`src/rtl/priority_request_scheduler.sv`:
```
// priority_request_scheduler: sticky 12-line request latch feeding a priority encoder,
// offering its code on a valid/ready handshake and retiring each serviced request.
module priority_request_scheduler #(
  parameter int GAP_CYCLES = 2,
  parameter int CNT_W = 8
) (
  input  logic             i_clk,
  input  logic             i_rst_n,
  input  logic [11:0]      i_req,
  input  logic             i_clr_all,
  output logic [11:0]      o_pending,
  input  logic [3:0]       i_code,
  output logic             o_valid,
  output logic [3:0]       o_code,
  input  logic             i_ready,
  output logic             o_busy,
  output logic [CNT_W-1:0] o_serviced_cnt,
  output logic             o_err
);
  localparam int GW = (GAP_CYCLES > 1) ? $clog2(GAP_CYCLES) : 1;

  typedef enum logic [1:0] {IDLE, OFFER, GAP} state_e;

  state_e           state_q, state_d;
  logic [11:0]      pending_q, pending_d;
  logic [3:0]       code_q, code_d;
  logic             valid_q, valid_d;
  logic [CNT_W-1:0] cnt_q, cnt_d;
  logic             err_q, err_d;
  logic [GW-1:0]    gap_q, gap_d;
  logic             hs;
  logic [11:0]      clr_mask;

  assign hs = valid_q & i_ready;
  // set wins over clear: i_req is OR-ed in after the serviced bit is masked off
  assign clr_mask = hs ? (12'd1 << (code_q - 4'd1)) : 12'd0;

  always_comb begin
    state_d = state_q;
    pending_d = (pending_q & ~clr_mask) | i_req;
    code_d = code_q;
    valid_d = valid_q;
    cnt_d = cnt_q;
    err_d = err_q;
    gap_d = gap_q;
    if (i_clr_all) begin
      pending_d = '0;
      valid_d = 1'b0;
      state_d = IDLE;
      gap_d = '0;
    end else begin
      case (state_q)
        IDLE: begin
          if (i_code >= 4'd1 && i_code <= 4'd12) begin
            code_d = i_code;
            valid_d = 1'b1;
            state_d = OFFER;
          end else if (i_code > 4'd12) begin
            err_d = 1'b1;
          end
        end
        OFFER: begin
          if (hs) begin
            valid_d = 1'b0;
            cnt_d = (&cnt_q) ? cnt_q : cnt_q + CNT_W'(1);
            gap_d = '0;
            state_d = (GAP_CYCLES > 0) ? GAP : IDLE;
          end
        end
        GAP: begin
          state_d = (gap_q == GW'(GAP_CYCLES - 1)) ? IDLE : GAP;
          gap_d = (gap_q == GW'(GAP_CYCLES - 1)) ? '0 : gap_q + GW'(1);
        end
        default: state_d = IDLE;
      endcase
    end
  end

  always_ff @(posedge i_clk or negedge i_rst_n) begin
    if (!i_rst_n) begin
      state_q <= IDLE;
      pending_q <= '0;
      code_q <= '0;
      valid_q <= 1'b0;
      cnt_q <= '0;
      err_q <= 1'b0;
      gap_q <= '0;
    end else begin
      state_q <= state_d;
      pending_q <= pending_d;
      code_q <= code_d;
      valid_q <= valid_d;
      cnt_q <= cnt_d;
      err_q <= err_d;
      gap_q <= gap_d;
    end
  end

  assign o_pending = pending_q;
  assign o_valid = valid_q;
  assign o_code = code_q;
  assign o_busy = (state_q != IDLE);
  assign o_serviced_cnt = cnt_q;
  assign o_err = err_q;
endmodule

```
`config.mk`:
```
export PLATFORM = sky130hd
export DESIGN_NAME = priority_request_scheduler
export DESIGN_NICKNAME = d
export VERILOG_FILES = /design/src/rtl/priority_request_scheduler.sv
export SDC_FILE = /design/constraint.sdc
export NUM_CORES = 1
export LEC_CHECK = 0
export CORE_ASPECT_RATIO = 1.75
export CORE_MARGIN = 2
export CORE_UTILIZATION = 47
export CTS_CLUSTER_DIAMETER = 60
export DETAILED_ROUTE_END_ITERATION = 8
export PLACE_DENSITY = 0.82
export SYNTH_ARGS = -nofsm -noshare
export SYNTH_HDL_FRONTEND = slang
export SYNTH_SLANG_ARGS = --single-unit
export TNS_END_PERCENT = 5
```
`constraint.sdc`:
```
create_clock -name i_clk -period 3.5 [get_ports i_clk]
set_input_delay 0.7 -clock i_clk [delete_from_list [all_inputs] [get_ports i_clk]]
set_output_delay 0.7 -clock i_clk [all_outputs]
set_load 0.05 [all_outputs]
```
==> results.json <==
{
  "drt_iter0_drc": 27,
  "htreeDepth": 2,
  "cts_setup_buffers": 0,
  "yosysUniqueCellTypes": 28,
  "ys_warn_count": 0,
  "cts_made_buffers": 5,
  "cp.required_ns": 2.80,
  "ir_worst_vdd_mv": 0.353,
  "grt-ovfl-total": 0,
  "setup_viol": 0,
  "tightestPinTransition_ns": 0.533,
  "finalMaxSlewViolations": 0,
  "n_antenna_cell": 0,
  "fin_crit_ns": 2.53,
  "fin_crit_sh_pct": 72.4,
  "cellPowerDensity_nw_per_um2": 538,
  "grt_pass1_wl_um": 5310,
  "clkSlewWorstSetupHoldPaths_ns": 0.06,
  "clockRootBuffer": "clkbuf_8",
  "yosys-top-cells-area": "dfrtp_1, a21oi_1, mux2_4",
  "routed_via_density": 5.61,
  "fin_setup_tns_ns": 0,
  "start_util_pct": 49.6,
  "gp_congestion": 0.777,
  "final_cell_mix": "clkdlybuf4s50_1, dfrtp_1, inv_1, a21oi_1, nor2_1",
  "hold_violations": 0,
  "core_area_um2": 2690,
  "wl_met1_um": 1150,
  "ios": 47,
  "p_leak_uw": 0.000849,
  "cts.hold.buffers_added": 0,
  "hp-class": "flip-flop to flip-flop",
  "port_buffers": 46,
  "dr.pass1.iters": 4,
  "synth_seq_cells": 29,
  "nNetsFinal": 198,
  "dpl_cell_area_um2": 1820,
  "avgSynthCellArea_um2": 10.5,
  "die_y_um": 74.5,
  "met3_length_um": 168,
  "n_fill_cell": 201,
  "rsz0062_at_grt": "no",
  "final_common_cell": "clkdlybuf4s50_1",
  "clkLatencyLatePin_ns": 0.28,
  "critPathKind": "flip-flop to primary output",
  "syn-num-nets": 148,
  "die-area_um2": 3300,
  "synth_top_cell_area_share_pct": 54.4,
  "area_growth_pct": 42.4,
  "clock_skew_ns": 0.00555,
  "synthCells": 127,
  "finalInstanceArea_um2": 1900,
  "wl_met2_um": 1780,
  "antenna_left": 0,
  "relSlewSlack_pct": 64.4,
  "vias": 1150,
  "wl_per_cell_um": 15.8,
  "dieWidth_um": 44.3,
  "drc_errors": 0,
  "cts_resized": 0,
  "end_kind": "primary output",
  "grt_usage_pct": 22.9,
  "worstSetupStartpointType": "flip-flop",
  "ys_seq_area_share_pct": 54.4,
  "maxCapViolCount": 0,
  "cts_buffer_depth": 2,
  "max_freq_mhz": 395,
  "routed.top_layer": "met4",
  "grt_pass1_vias": 1223,
  "arrival_ns": 1.83,
  "drive_above_1_share_pct": 10.1,
  "netlist_area_um2": 1330,
  "dp_hpwl_um": 2430,
  "cts_tree": "yes",
  "antenna_found_initial": 0,
  "std_cell_rows": 25,
  "drt_wl_total_um": 3240,
  "synth_area_leader_cell": "dfrtp_1",
  "clock_sinks": 29,
  "critPathMaxFanout": 10,
  "grt_max_degree": 30,
  "status": "complete, no violations"
}
-- synthesized netlist by cell type --
library cell / instances
dfrtp_1: 29
a21oi_1: 13
inv_1: 13
nor2_1: 10
o21ai_0: 9
nand2_1: 7
xor2_1: 5
buf_2: 4
mux2_4: 4
mux2_2: 3
nand2b_1: 3
nand3_1: 3
nor3_1: 3
nand4_1: 2
nand4b_1: 2
o41ai_1: 2
or2_2: 2
or4_1: 2
xnor2_1: 2
a311oi_1: 1
a31o_2: 1
and2_1: 1
buf_1: 1
ha_1: 1
nor4_1: 1
o2111ai_4: 1
o211ai_1: 1
or3_1: 1
-- where the power goes --
| part | internal [µW] | switching, µW | leakage [µW] |
|---|---|---|---|
| Combinational | 132 | 208 | 0.000442 |
| Sequential | 374 | 49.0 | 0.000367 |
| Clock | 141 | 118 | 0.0000395 |
-- cells by family (layout without fill, tap and decap cells) --
| kind of cell | Yosys count | count (layout) | synth area share [%] |
|---|---|---|---|
| AND/OR/NAND/NOR | 37 | 37 | 14.2 |
| flip-flops | 29 | 29 | 54.4 |
| AO/OA/AOI/OAI | 28 | 28 | 13.4 |
| buffers and inverters | 18 | 69 | 5.44 |
| XOR/XNOR | 7 | 7 | 4.60 |
| multiplexers | 7 | 7 | 7.04 |
| adder cells (fa/ha/maj) | 1 | 1 | 0.938 |
-- per-layer routing --
| metal | global-route usage (%) | vias to the layer above |
|---|---|---|
| li1 | - | 537 |
| met1 | 22.2 | 552 |
| met2 | 40.2 | 47 |
| met3 | 5.34 | 14 |
| met4 | 17.8 | 0 |
| met5 | 0 | - |
-- sequential cells by signal, indices dropped and copies added (netlist names) --
signal / cells
gap_q: 1
o_code: 4
o_err: 1
o_pending: 12
o_serviced_cnt: 8
o_valid: 1
state_q: 2
-- final timing paths --
check / start / to / slack, ns / cells after the start
min reg2reg: gap_q / state_q[1] / 0.47 / 1
max reg2reg: o_serviced_cnt[0] / o_serviced_cnt[7] / 1.77 / 5
min in group asynchronous: i_rst_n / o_serviced_cnt[5] / 0.79 / 2
max: state_q[0] / o_busy / 0.97 / 2
min: gap_q / state_q[1] / 0.47 / 1
max in group asynchronous: i_rst_n / o_pending[0] / 2.43 / 2
-- per-stage QoR --
stage	setup WS [ns]	power (µW)	instances	hold WS (ns)	util, %
6_report	0.967	1020	205	0.470	70.6
5_1_grt	0.907	1070	205	0.500	70.6
4_1_cts	0.962	1030	205	0.472	70.6
3_5_place_dp	0.980	769	197	0.464	67.6
3_3_place_gp	1.07	758	197	0.458	67.6
2_1_floorplan	1.54	634	127	0.404	-
-- area by class of cell --
class / instances / area, µm² / area share, %
tap: 27 / 33.8 / 1.78
timing repair buffer: 48 / 475 / 25.0
multi-input combinational: 80 / 536 / 28.2
clock buffer: 8 / 80.1 / 4.22
sequential: 29 / 726 / 38.2
inverter: 13 / 48.8 / 2.57
-- worst max-delay path: stages, from the launching register on --
cell and delay, ns:
dfrtp_1 0.50, or2_2 0.35, clkdlybuf4s50_1 0.70
No activity file was read; power rests on OpenSTA's default activity.
